File: src/rtl/fetch_pkg.sv
// Shared definitions for the instruction fetch unit: FSM states and the
// opcode patterns that mark a two-word instruction.
package fetch_pkg;

  typedef enum logic [1:0] {
    BOOT   = 2'd0,
    FETCH1 = 2'd1,
    FETCH2 = 2'd2
  } fetch_state_t;

  // Two-word opcodes are identified by mask/match pairs.
  localparam logic [15:0] LDS_MASK   = 16'hFE0F;
  localparam logic [15:0] LDS_MATCH  = 16'h9000;
  localparam logic [15:0] STS_MASK   = 16'hFE0F;
  localparam logic [15:0] STS_MATCH  = 16'h9200;
  localparam logic [15:0] JMP_MASK   = 16'hFE0E;
  localparam logic [15:0] JMP_MATCH  = 16'h940C;
  localparam logic [15:0] CALL_MASK  = 16'hFE0E;
  localparam logic [15:0] CALL_MATCH = 16'h940E;

  function automatic logic is_two_word(input logic [15:0] word);
    return ((word & LDS_MASK)  == LDS_MATCH)  ||
           ((word & STS_MASK)  == STS_MATCH)  ||
           ((word & JMP_MASK)  == JMP_MATCH)  ||
           ((word & CALL_MASK) == CALL_MATCH);
  endfunction

endpackage

File: src/rtl/fetch_unit.sv
// Instruction fetch unit: walks the PC through a synchronous ROM, assembles
// one- or two-word instructions and hands them to decode over valid/ready.
// The ROM registers its output on the falling edge, so rom_data seen at a
// rising edge always belongs to the PC presented during that cycle.
//
//   state  | meaning
//   BOOT   | first cycle after reset; ROM output not yet trustworthy
//   FETCH1 | rom_data holds an opcode word (word0)
//   FETCH2 | rom_data holds the operand word (word1) of a two-word opcode
module fetch_unit
  import fetch_pkg::*;
#(
  parameter int ADDR_WIDTH = 8,
  parameter int DATA_WIDTH = 16
) (
  input  logic                  clk,
  input  logic                  rst_n,
  output logic [ADDR_WIDTH-1:0] rom_addr,
  input  logic [DATA_WIDTH-1:0] rom_data,
  input  logic                  redirect_valid,
  input  logic [ADDR_WIDTH-1:0] redirect_pc,
  output logic                  instr_valid,
  input  logic                  instr_ready,
  output logic [31:0]           instr,
  output logic [ADDR_WIDTH-1:0] instr_pc,
  output logic                  instr_two_word
);

  localparam logic [ADDR_WIDTH-1:0] PC_STEP = ADDR_WIDTH'(1);

  fetch_state_t state, state_nxt;

  logic [ADDR_WIDTH-1:0] pc, pc_nxt;
  logic [DATA_WIDTH-1:0] word0, word0_nxt;
  logic [ADDR_WIDTH-1:0] word0_pc, word0_pc_nxt;
  logic                  valid_nxt;
  logic [31:0]           instr_nxt;
  logic [ADDR_WIDTH-1:0] instr_pc_nxt;
  logic                  two_word_nxt;

  logic slot_free;
  logic two_word;

  // The output slot can take a new instruction when empty or being consumed.
  assign slot_free = !instr_valid || instr_ready;
  assign two_word  = is_two_word(rom_data);
  assign rom_addr  = pc;

  // State register.
  always_ff @(posedge clk or negedge rst_n) begin
    if (!rst_n) begin
      state <= BOOT;
    end else begin
      state <= state_nxt;
    end
  end

  // Next-state: a redirect always lands in FETCH1, abandoning any half-fetch.
  always_comb begin
    state_nxt = state;
    if (redirect_valid) begin
      state_nxt = FETCH1;
    end else begin
      case (state)
        BOOT:    state_nxt = FETCH1;
        FETCH1:  if (slot_free && two_word) state_nxt = FETCH2;
        FETCH2:  if (slot_free) state_nxt = FETCH1;
        default: state_nxt = BOOT;
      endcase
    end
  end

  // Datapath next values; with the slot blocked everything simply holds.
  always_comb begin
    pc_nxt       = pc;
    word0_nxt    = word0;
    word0_pc_nxt = word0_pc;
    valid_nxt    = instr_valid;
    instr_nxt    = instr;
    instr_pc_nxt = instr_pc;
    two_word_nxt = instr_two_word;
    if (redirect_valid) begin
      pc_nxt    = redirect_pc;
      valid_nxt = 1'b0;
      word0_nxt = '0;
    end else if (slot_free) begin
      case (state)
        FETCH1: begin
          pc_nxt = pc + PC_STEP;
          if (two_word) begin
            word0_nxt    = rom_data;
            word0_pc_nxt = pc;
            valid_nxt    = 1'b0;
          end else begin
            instr_nxt    = {rom_data, {DATA_WIDTH{1'b0}}};
            instr_pc_nxt = pc;
            two_word_nxt = 1'b0;
            valid_nxt    = 1'b1;
          end
        end
        FETCH2: begin
          pc_nxt       = pc + PC_STEP;
          instr_nxt    = {word0, rom_data};
          instr_pc_nxt = word0_pc;
          two_word_nxt = 1'b1;
          valid_nxt    = 1'b1;
        end
        default: ;
      endcase
    end
  end

  // Datapath and output registers.
  always_ff @(posedge clk or negedge rst_n) begin
    if (!rst_n) begin
      pc             <= '0;
      word0          <= '0;
      word0_pc       <= '0;
      instr_valid    <= 1'b0;
      instr          <= '0;
      instr_pc       <= '0;
      instr_two_word <= 1'b0;
    end else begin
      pc             <= pc_nxt;
      word0          <= word0_nxt;
      word0_pc       <= word0_pc_nxt;
      instr_valid    <= valid_nxt;
      instr          <= instr_nxt;
      instr_pc       <= instr_pc_nxt;
      instr_two_word <= two_word_nxt;
    end
  end

endmodule

File: config.mk
export PLATFORM = sky130hd
export DESIGN_NAME = fetch_unit
export DESIGN_NICKNAME = d
export VERILOG_FILES = /design/src/rtl/fetch_pkg.sv /design/src/rtl/fetch_unit.sv
export SDC_FILE = /design/constraint.sdc
export NUM_CORES = 1
export LEC_CHECK = 0
export BUFFER_PORTS_ARGS = -buffer_cell sky130_fd_sc_hd__buf_2
export CORE_ASPECT_RATIO = 1.1
export CORE_MARGIN = 2
export CORE_UTILIZATION = 40
export CTS_CLUSTER_SIZE = 12
export DETAILED_ROUTE_END_ITERATION = 10
export GPL_ROUTABILITY_DRIVEN = 0
export GPL_TIMING_DRIVEN = 0
export PLACE_DENSITY = 0.69
export SYNTH_ARGS = -nofsm -noshare
export SYNTH_HDL_FRONTEND = slang
export SYNTH_SLANG_ARGS = --single-unit
File: constraint.sdc
create_clock -name clk -period 3.73 [get_ports clk]
set_input_delay 0.373 -clock clk [delete_from_list [all_inputs] [get_ports clk]]
set_output_delay 0.373 -clock clk [all_outputs]
set_load 0.01 [all_outputs]
Yosys cells after proc, flatten, opt, wreduce, memory -nomap -nowiden --
Cells that the tools add are included. Widths: inputs -> output; s select.
Storage, ports and cells: flip-flop bits (word level) 76, latch bits 0, memory bits (writable) 0, bits in read-only memories 0, input bits 28, output and inout bits 50, logic and storage cells 60, memories 0
Cells by class: $add $sub $neg 1, $mul 0, divide/modulo/power cells 0, order comparisons 0, eq/ne operators 9, shift operators 0, mux-type cells 21, bitwise gates (word level) 1, reductions and logical operators 20
Operator list (number):
- $mux 16 | 4
- $pmux 32 s2 | 1
- $mux 32 | 1
- $mux 8 | 4
- $eq 11x11->1 const B | 2
- $eq 10x10->1 const B | 2
- $pmux 8 s2 | 1
- $reduce_bool 2->1 | 5
- $add 8x1->8 const B | 1
- $reduce_and 4->1 | 2
- $mux 2 | 3
- $ne 3x3->1 const B | 2
- $pmux 2 s3 | 1
- $reduce_and 2->1 | 3
- $logic_or 1x1->1 | 4
- $mux 1 | 4
- $pmux 1 s2 | 2
- $reduce_and 3->1 | 1
- $reduce_bool 3->1 | 1
- $eq 2x1->1 const B | 1
- $eq 2x2->1 const B | 1
- $logic_not 2->1 | 1
- $ne 2x2->1 const B | 1
- $reduce_or 2->1 | 1
- 3 further kinds | 3

Longest topological paths before layout --
Gate-level depths: netlist of run 1.
depth after elaboration 8, gate-level depth with buffers 7

Least setup slack after synthesis of run 1 --
No wires, ideal clock.
path kind flip-flop to flip-flop, start reg state[0], end reg instr[16], library setup time 125 ps, arrival 1936 ps, data required time 3605 ps, setup slack 1670 ps, cell stages (with the launch flop) 7, buffers on the path 1, cells stage by stage dfrtp_1 > inv_1 > ha_1 > or3_1 > a31oi_2 > buf_2 > mux2_2
On the way: cells in the longest elaborated chain, start to end 3, elaborated cells between the ends (all ways) 6
RTL lines:
- start: declaration | RTL line fetch_unit.sv:31 | fetch_state_t state, state_nxt;
- start signal: assignment | RTL line fetch_unit.sv:54 | state <= state_nxt;
- $eq 2x1->1 or $eq 2x2->1 (tied branches) | RTL line fetch_unit.sv:87 | case (state)
- $ne 2x2->1 (no line) or $reduce_bool 2->1 (tied branches)
- $reduce_and 4->1 (no line)
- end signal: assignment | RTL line fetch_unit.sv:128 | instr <= instr_nxt;
- end: declaration | RTL line fetch_unit.sv:24 | output logic [31:0] instr,
Parallel ways exist; a longest one is shown, timed or not. A chain may end at the register's enable or synchronous reset.

Final worst setup path of run 1 --
start reg state[0], end reg instr_pc[6]
On the way: cells in the longest elaborated chain, start to end 3, elaborated cells between the ends (all ways) 6
RTL lines:
- $eq 2x1->1 or $eq 2x2->1 (tied branches) | RTL line fetch_unit.sv:87
- $ne 2x2->1 (no line) or $reduce_bool 2->1 (tied branches)
- $reduce_and 4->1 (no line)
- end signal: assignment | RTL line fetch_unit.sv:129 | instr_pc <= instr_pc_nxt;
- end: declaration | RTL line fetch_unit.sv:25 | output logic [ADDR_WIDTH-1:0] instr_pc,
Parallel ways exist; a longest one is shown, timed or not.

==> impl_metrics.yaml, run 1 <==
critical_path:
  cp_cell_sequence: "inv_1 -> ha_1 -> clkbuf_1 -> clkbuf_1 -> clkbuf_1 -> o21ai_0 -> mux2_2"
  crit_path_start_kind: "flop"
  worstPathRequired_ns: 3.97
  max_stage_delay_ns: 0.53
  crit_type: "flop to flop"
  crit_fanout: 10
  crit_buf_inv: 4
  critical-path-top-delay-family: "buffers and inverters"
  critPathMostFrequentCell: "clkbuf_1"
  slowest_stage: "clkbuf_1"
  cp.arrival_ns: 2.94
  end_kind: "flop"
cells_and_area:
  area_growth_pct: 22.3
  drive_gt1_share_pct: 38.5
  antennaDiodeCount: 0
  final_util_pct: 49.9
  final_common_cell: "buf_2"
  layoutNonFillerInstCount: 519
  nets: 432
  mostFrequentLayoutCells: "80 x buf_2, 76 x dfrtp_1, 52 x mux2_2, 26 x nand2_1, 21 x inv_1"
drt:
  drtAntennaViolNets: 0
  avgRoutedWirePerCell_um: 15.9
  drt_first_pass_iters: 4
  wirelength_um: 8240
  drt_first_iter_violations: 111
  via_per_inst: 5.07
  drc: 0
  route.vias.total: 2630
timing:
  rsz0062_at_grt: "no"
  fin_crit_ns: 2.70
  worst_hold_slack_ns: 0.232
  setup_viol: 0
  drv_slew: 0
  fmaxAchievable_mhz: 370
  slew_headroom_pct: 37.9
  worstMarginPinSlew_ns: 0.919
  clock_skew_ns: 0.0106
  fin_crit_sh_pct: 72.4
  tns_ns: 0
  hold_viol: 0
outcome:
  outcome: "finished, final reports clean"
placed_design:
  dp_cells: 502
  numPortBuffers: 77
  dp.final_hpwl_um: 5940
floorplanning:
  die_width_um: 94.2
  core_um2: 8780
  die_area_um2: 9730
  initial_core_util_pct: 40.8
  die_h_um: 103
  rows: 36
  ios: 78
power:
  leakage_nw: 2.02
  p_per_area_nw_per_um2: 638
  ir_worst_vdd_uv: 350
logic_synthesis:
  synth_warnings: 0
  syn_inst: 310
  synth_seq_cells: 76
  synth_cell_types: 37
  ys_seq_area_share_pct: 53.1
  synth.avg_cell_area_um2: 11.6
  syn_nets: 342
  netlist_area_um2: 3580
job:
  drv_cap: 0
cts:
  cts_tree: "yes"
  clk_latency_ns: 0.35
  path_clk_slew_ns: 0.08
  cts_buffer_depth: 2
  numCtsBuffers: 9
  htreeDepth: 3
  cts.hold.buffers_added: 1
  cts_resized: 0
  postCtsSetupRepairBufs: 0
  cts_root_buffer: "clkbuf_8"
  cts_sinks: 76
global_routing:
  grt_pass1_wl_um: 13700
  first_global_vias: 2791
  grt_usage_pct: 18.3
  grt_max_degree: 52
  antenna_found_initial: 1
  grt.overflow.total: 0
hold_path:
  hold_path_class: "input pin to flop"
-- worst paths after layout --
path | startpoint | endpoint | slack [ns] | cells after the start
setup / recovery | state[0] | instr_pc[6] | 1.03 | 7
hold reg to reg | instr[27] | instr[27] | 0.49 | 1
min in group asynchronous | rst_n | instr_pc[4] | 0.47 | 2
setup reg to reg | state[0] | instr_pc[6] | 1.03 | 7
hold / removal | redirect_pc[0] | rom_addr[0] | 0.23 | 3
max in group asynchronous | rst_n | word0[7] | 2.69 | 3
-- Yosys cell counts (all sizes together) --
cell / n / share of area, %
a21oi: 15 / 2.1
buf: 7 / 0.98
mux2: 55 / 17
a22oi: 1 / 0.21
a31oi: 2 / 0.52
nand2b: 3 / 0.52
clkbuf: 10 / 1.0
nor4b: 3 / 0.73
nor2b: 2 / 0.35
nor2: 8 / 0.84
o21a: 1 / 0.42
or4: 1 / 0.31
and4: 1 / 0.24
nand3: 14 / 2.0
nand4: 3 / 0.52
a311o: 2 / 0.56
xnor2: 4 / 0.98
and2: 1 / 0.17
nand4b: 1 / 0.24
nor3: 3 / 0.73
mux2i: 19 / 5.3
nand2: 26 / 2.7
dfrtp: 76 / 53
inv: 21 / 2.2
ha: 4 / 1.4
or3: 1 / 0.17
o21ai: 19 / 3.0
o22ai: 1 / 0.17
a21boi: 1 / 0.21
nor3b: 4 / 0.84
nand3b: 1 / 0.21
-- where the power goes --
| group | internal, mW | total (mW) | switching (mW) |
|---|---|---|---|
| Clock | 0.401 | 0.721 | 0.320 |
| Sequential | 1.02 | 1.15 | 0.130 |
| Combinational | 0.458 | 0.929 | 0.471 |
-- sequential cells by signal (all words and copies together) (netlist names) --
signal          cells
instr              32
instr_pc            8
instr_two_word      1
instr_valid         1
rom_addr            8
state               2
word0              16
word0_pc            8
-- logic make-up after synthesis --
| logic type | count (synthesis) | share of synthesized area (%) |
|---|---|---|
| and+or+nand+nor | 72 | 10.6 |
| DFF | 76 | 53.1 |
| buffers and inverters | 38 | 4.23 |
| AOI/OAI and AO/OA | 42 | 7.16 |
| xor gates and xnor gates | 4 | 0.978 |
| muxes | 74 | 22.6 |
| adders and majority gates | 4 | 1.40 |
-- routing by layer --
layer  part of all wire (%)  track usage (%)  up-vias  routed length [um]
met5                   0.17                0        -                  14
met4                    2.2             7.13        2                 183
met3                    5.5             4.57       17                 456
met2                     48             29.6       84                3920
met1                     44             24.0     1276                3660
li1                       -                -     1251                   -
-- cell type report --
type	count	area, um2
clock inverter	6	93.8
fill	804	4400
timing repair buffer	79	425
sequential	76	1900
buffer	17	72.6
multi-input combinational	196	1530
tap	114	143
clock buffer	10	138
inverter	21	78.8
-- per-stage QoR --
step / instance area, um2 / total power [mW] / worst slack, ns
after global placement: 4110 / 2.08 / 1.16
after CTS: 4380 / 2.84 / 1.05
after global routing: 4380 / 2.99 / 0.845
after floorplan: 3580 / 1.74 / 1.67
after detailed placement: 4140 / 2.11 / 1.07
final: 4380 / 2.80 / 1.03
-- worst min-delay path: cells and delay by family --
| family | cells | cell delay [ns] |
|---|---|---|
| buffers and inverters | 1 | 0.08 |
| AOI/OAI and AO/OA | 1 | 0.06 |
| and+or+nand+nor | 1 | 0.04 |
(Power assumes the default switching activity.)
==> inputs of run 2 (changes only) <==
==> constraint.sdc (replaced) <==
create_clock -name clk -period 2.5 [get_ports clk]
set_input_delay 0.25 -clock clk [delete_from_list [all_inputs] [get_ports clk]]
set_output_delay 0.25 -clock clk [all_outputs]
set_load 0.01 [all_outputs]
==> run 2 against run 1 <==
  * Worst setup slack worse by 0.86 ns
  * Largest power group unchanged
  * Largest cell class unchanged
  * Cell area about the same
  * Core utilization about the same
  * Die area unchanged
==> impl_metrics.yaml, run 2 (synthesis gave the netlist of run 1 again) <==
cts:
  htreeDepth: 3
  path_clk_slew_ns: 0.08
  cts_root_buffer: "clkbuf_8"
  cts_buffer_depth: 2
  cts_sinks: 76
  clk_latency_ns: 0.35
  numCtsBuffers: 9
  cts_tree: "yes"
drt:
  wirelength_um: 8240
  drtAntennaViolNets: 0
  via_per_inst: 5.08
  route.vias.total: 2634
  drt_first_iter_violations: 105
  avgRoutedWirePerCell_um: 15.9
  drc: 0
  drt_first_pass_iters: 4
global_routing:
  grt_pass1_wl_um: 13700
  first_global_vias: 2783
  grt_max_degree: 52
  grt.met3_usage_pct: 4.57
  antenna_found_initial: 1
  grt.overflow.total: 0
  met1_usage_pct: 24.0
  grt_usage_pct: 18.3
  grt_use_met2_pct: 29.6
  busiest_layer: "met2"
cells_and_area:
  fillers: 804
  final_common_cell: "buf_2"
  largest_reg_flops: 32
  area_growth_pct: 22.3
  reg.largest.list: "instr x32, word0 x16"
  final_util_pct: 49.9
  nets: 431
  drive_gt1_share_pct: 39.1
  antennaDiodeCount: 0
  mostFrequentLayoutCells: "80 x buf_2, 76 x dfrtp_1, 52 x mux2_2, 26 x nand2_1, 21 x inv_1"
  regMostFlops: "instr"
critical_path:
  end_kind: "flop"
  crit_type: "flop to flop"
  crit_path_start_kind: "flop"
  rrSetupSlack_ns: 0.16
  worstPathRequired_ns: 2.73
  cp.arrival_ns: 2.57
  r2r-end: "instr_pc[1]"
  r2r-start: "state[0]"
  r2r_cells: 6
  crit_fanout: 10
floorplanning:
  die_h_um: 103
  die_width_um: 94.2
  core_um2: 8780
  die_area_um2: 9730
  rows: 36
  initial_core_util_pct: 40.8
  ios: 78
hold_path:
  hold_end: "rom_addr[0]"
  hold_path_class: "input pin to flop"
  whs_path_depth: 3
  min-delay-start: "redirect_pc[0]"
timing:
  clock_skew_ns: 0.0106
  worstMarginPinSlew_ns: 0.889
  hold_viol: 0
  fmaxAchievable_mhz: 428
  slew_headroom_pct: 39.9
  worst_hold_slack_ns: 0.109
  setup_viol: 0
  fin_crit_sh_pct: 93.4
  rsz0062_at_grt: "no"
  fin_crit_ns: 2.34
  drv_slew: 0
power:
  seqPwrFrac_pct: 40.9
  internal-power_mw: 2.80
  switchingPower_mw: 1.38
  ir_worst_vdd_uv: 522
  combinationalPowerShare_pct: 33.3
  p_per_area_nw_per_um2: 953
  leakage_nw: 2.02
  p_sw_share_pct: 32.9
  clkPwrFrac_pct: 25.8
outcome:
  outcome: "finished, final reports clean"
job:
  drv_cap: 0
placed_design:
  numPortBuffers: 77
  dp.final_hpwl_um: 5940
run 2: cell types whose count changed in the layout (fill, tap and decap cells not counted), sizes merged:
cell,change
clkbuf,-1
run 2: worst max path at each step:
stage               startpoint     endpoint  slack [ns]  cells past startpoint
finish                state[0]  instr_pc[1]        0.16                      6
CTS                   state[0]  instr_pc[6]        0.13                      6
floorplan             state[0]    instr[16]        0.44                      6
detailed placement    state[0]  instr_pc[6]       -0.16                      7
global route          state[0]  instr_pc[6]        0.01                      6
global placement      state[0]  instr_pc[6]       -0.07                      7
run 2: what timing repair did:
item | in CTS | in global routing
setup buffers | 0 | 0
hold endpoints to repair | 25 | 0
hold buffers | 1 | 0
gates resized for setup | 1 | 2
endpoints found under the setup margin | 2 | 1
run 2: final cells by class:
class                   instances  area (um2)  area share [%]
flip-flops and latches         76        1900            43.4
multi-input cells             196        1530            34.9
repair buffers                 79         425            9.71
well taps                     114         143            3.26
clock buffers                  10         138            3.14
clock inverters                 6        93.8            2.14
inverters                      21        78.8            1.80
plain buffers                  16        71.3            1.63
run 2: routing by layer:
layer  vias to the layer above  wire, um
met5                         -        14
met4                         2       166
met3                        14       428
met2                        71      3960
met1                      1297      3670
li1                       1250         -
run 2: power by group through the flow:
stage / clock (mW) / sequential [mW] / combinational, mW
6_report: 1.08 / 1.71 / 1.39
5_1_grt: 1.17 / 1.76 / 1.53
4_1_cts: 1.11 / 1.71 / 1.42
3_5_place_dp: 0 / 1.74 / 1.41
3_3_place_gp: 0 / 1.73 / 1.37
2_1_floorplan: 0 / 1.84 / 0.763
run 2: worst max-delay path: stages, from the launching register on:
cell and delay [ns]:
dfrtp_1 0.41, inv_1 0.08, ha_1 0.37, or3_1 0.40, a31oi_2 0.26, buf_2 0.33
mux2_2 0.37
run 2: metrics by stage:
stage          setup slack [ns]  instance area, um2  power, mW  setup TNS, ns  cells
2_1_floorplan             0.440                3580       2.60              0    310
3_3_place_gp            -0.0663                4110       3.10        -0.0737    501
3_5_place_dp             -0.163                4140       3.15         -0.281    502
4_1_cts                   0.131                4380       4.24              0    518
5_1_grt                  0.0127                4380       4.46              0    518
6_report                  0.164                4380       4.17              0    518
==> inputs of run 3 (changes only) <==
==> constraint.sdc (replaced) <==
create_clock -name clk -period 2.2 [get_ports clk]
set_input_delay 0.22 -clock clk [delete_from_list [all_inputs] [get_ports clk]]
set_output_delay 0.22 -clock clk [all_outputs]
set_load 0.01 [all_outputs]
==> run 3 against run 2 <==
  * Worst hold slack worse by 0.027 ns
  * Die area stayed put
  * Sequential power is 13% higher
  * Wire length is 1.5% higher
  * Clock power is 13% higher
  * Worst setup slack worse by 0.078 ns
  * Critical path depth is 1 higher
  * Clock skew is 0.0024 ns higher
  * Final cell count is 0.77% higher
  * Power is 17% higher
  * Fmax is 10% higher
  * Sequential share of layout area is 0.86 points lower
==> impl_metrics.yaml, run 3 (synthesis gave the netlist of run 1 again) <==
critical_path:
  r2r-start: "state[0]"
  crit_start: "state[0]"
  worstPathRequired_ns: 2.43
  rrSetupSlack_ns: 0.09
  cp.arrival_ns: 2.35
  r2r_cells: 7
  crit_type: "flop to flop"
  end_kind: "flop"
  crit_path_start_kind: "flop"
  r2r-end: "instr_pc[1]"
  crit_end: "instr_pc[1]"
  crit_fanout: 10
power:
  clkPwrFrac_pct: 24.9
  leakage_nw: 2.05
  switchingPower_mw: 1.60
  combinationalPowerShare_pct: 35.4
  internal-power_mw: 3.28
  p_sw_share_pct: 32.8
  seqPwrFrac_pct: 39.7
  p_per_area_nw_per_um2: 1090
  p_total_mw: 4.88
  ir_worst_vdd_uv: 576
timing:
  drv_slew: 0
  worstMarginPinSlew_ns: 0.561
  fin_crit_sh_pct: 96.1
  hold_viol: 0
  tns_ns: 0
  fmaxAchievable_mhz: 473
  clock_skew_ns: 0.0130
  fin_crit_ns: 2.11
  setup_viol: 0
  slew_headroom_pct: 62.1
  setup_slack_ns: 0.0863
cts:
  cts_sinks: 76
  clk_latency_ns: 0.35
  cts_root_buffer: "clkbuf_8"
  numCtsBuffers: 9
  cts_buffer_depth: 2
  path_clk_slew_ns: 0.08
  cts_tree: "yes"
  htreeDepth: 3
drt:
  drt_first_iter_violations: 113
  route.vias.total: 2648
  drtAntennaViolNets: 0
  avgRoutedWirePerCell_um: 16.0
  drt_first_pass_iters: 4
  wirelength_um: 8370
  via_per_inst: 5.07
  drc: 0
cells_and_area:
  layoutNonFillerInstCount: 522
  finalInstanceArea_um2: 4470
  fillers: 794
  regMostFlops: "instr"
  nets: 435
  drive_gt1_share_pct: 40.7
  reg.largest.list: "instr x32, word0 x16"
  largest_reg_flops: 32
  area_growth_pct: 24.8
  antennaDiodeCount: 0
  final_common_cell: "buf_2"
  mostFrequentLayoutCells: "77 x buf_2, 76 x dfrtp_1, 52 x mux2_2, 26 x nand2_1, 21 x inv_1"
placed_design:
  dp.final_hpwl_um: 5940
  numPortBuffers: 77
  dp_cells: 502
  dp_worst_setup_slack_ns: -0.463
  dpl-instance-area_um2: 4140
global_routing:
  grt_pass1_wl_um: 14000
  grt.overflow.total: 0
  grt_max_degree: 52
  first_global_vias: 2813
  antenna_found_initial: 1
  grt_usage_pct: 18.6
floorplanning:
  die_width_um: 94.2
  die_area_um2: 9730
  initial_core_util_pct: 40.8
  die_h_um: 103
  rows: 36
  core_um2: 8780
  ios: 78
job:
  drv_cap: 0
hold_path:
  hold_path_class: "input pin to flop"
outcome:
  outcome: "finished, final reports clean"
## run 3: worst max-delay path: stages (launching register included)
cell and delay [ns]:
dfrtp_1 0.39, inv_1 0.08, ha_2 0.31, or3_4 0.39, a31oi_4 0.19, buf_12 0.14, buf_6 0.15, mux2_2 0.34
## run 3: how the worst min path moves through the flow
| stage | to | slack, ns | from | depth (start not counted) |
|---|---|---|---|---|
| after floorplan | instr[0] | -0.08 | rst_n | 0 |
| after global placement | rom_addr[0] | 0.43 | redirect_pc[0] | 3 |
| after detailed placement | instr_pc[4] | 0.16 | rst_n | 1 |
| after CTS | rom_addr[3] | 0.06 | redirect_pc[3] | 3 |
| after global routing | rom_addr[3] | 0.09 | redirect_pc[3] | 3 |
| final | rom_addr[0] | 0.08 | redirect_pc[0] | 3 |
## run 3: per-stage QoR
stage	util, %	hold slack (ns)
2_1_floorplan	-	-0.0756
3_3_place_gp	46.8	0.429
3_5_place_dp	47.2	0.159
4_1_cts	50.4	0.0614
5_1_grt	50.9	0.0881
6_report	50.9	0.0814
## run 3: routing by layer
layer,GRT usage [%],up-vias,part of all wire (%)
met5,0,-,0.13
met4,7.47,2,2.3
met3,4.71,17,5.6
met2,30.5,78,48
met1,23.9,1291,44
li1,-,1260,-
## run 3: what timing repair did
action | in CTS | in global routing
cloned | 1 | 0
endpoints found under the setup margin | 43 | 37
hold endpoints to repair | 25 | 0
gates resized for setup | 11 | 4
hold buffers | 1 | 0
buffers inserted | 1 | 2
## run 3: power by group through the flow
stage / Sequential, mW / Combinational [mW] / Clock [mW]
CTS: 1.94 / 1.68 / 1.26
finish: 1.94 / 1.73 / 1.22
floorplan: 2.09 / 0.867 / 0
detailed placement: 1.97 / 1.60 / 0
global placement: 1.96 / 1.56 / 0
global route: 1.99 / 1.89 / 1.33
## run 3: layout make-up
type | count | area, um2 | area share, %
flip-flops and latches | 76 | 1900 | 42.5
multi-input cells | 196 | 1550 | 34.7
repair buffers | 83 | 468 | 10.5
plain buffers | 16 | 95.1 | 2.13
inverters | 21 | 78.8 | 1.76
clock buffers | 10 | 138 | 3.08
clock inverters | 6 | 93.8 | 2.10
well taps | 114 | 143 | 3.19
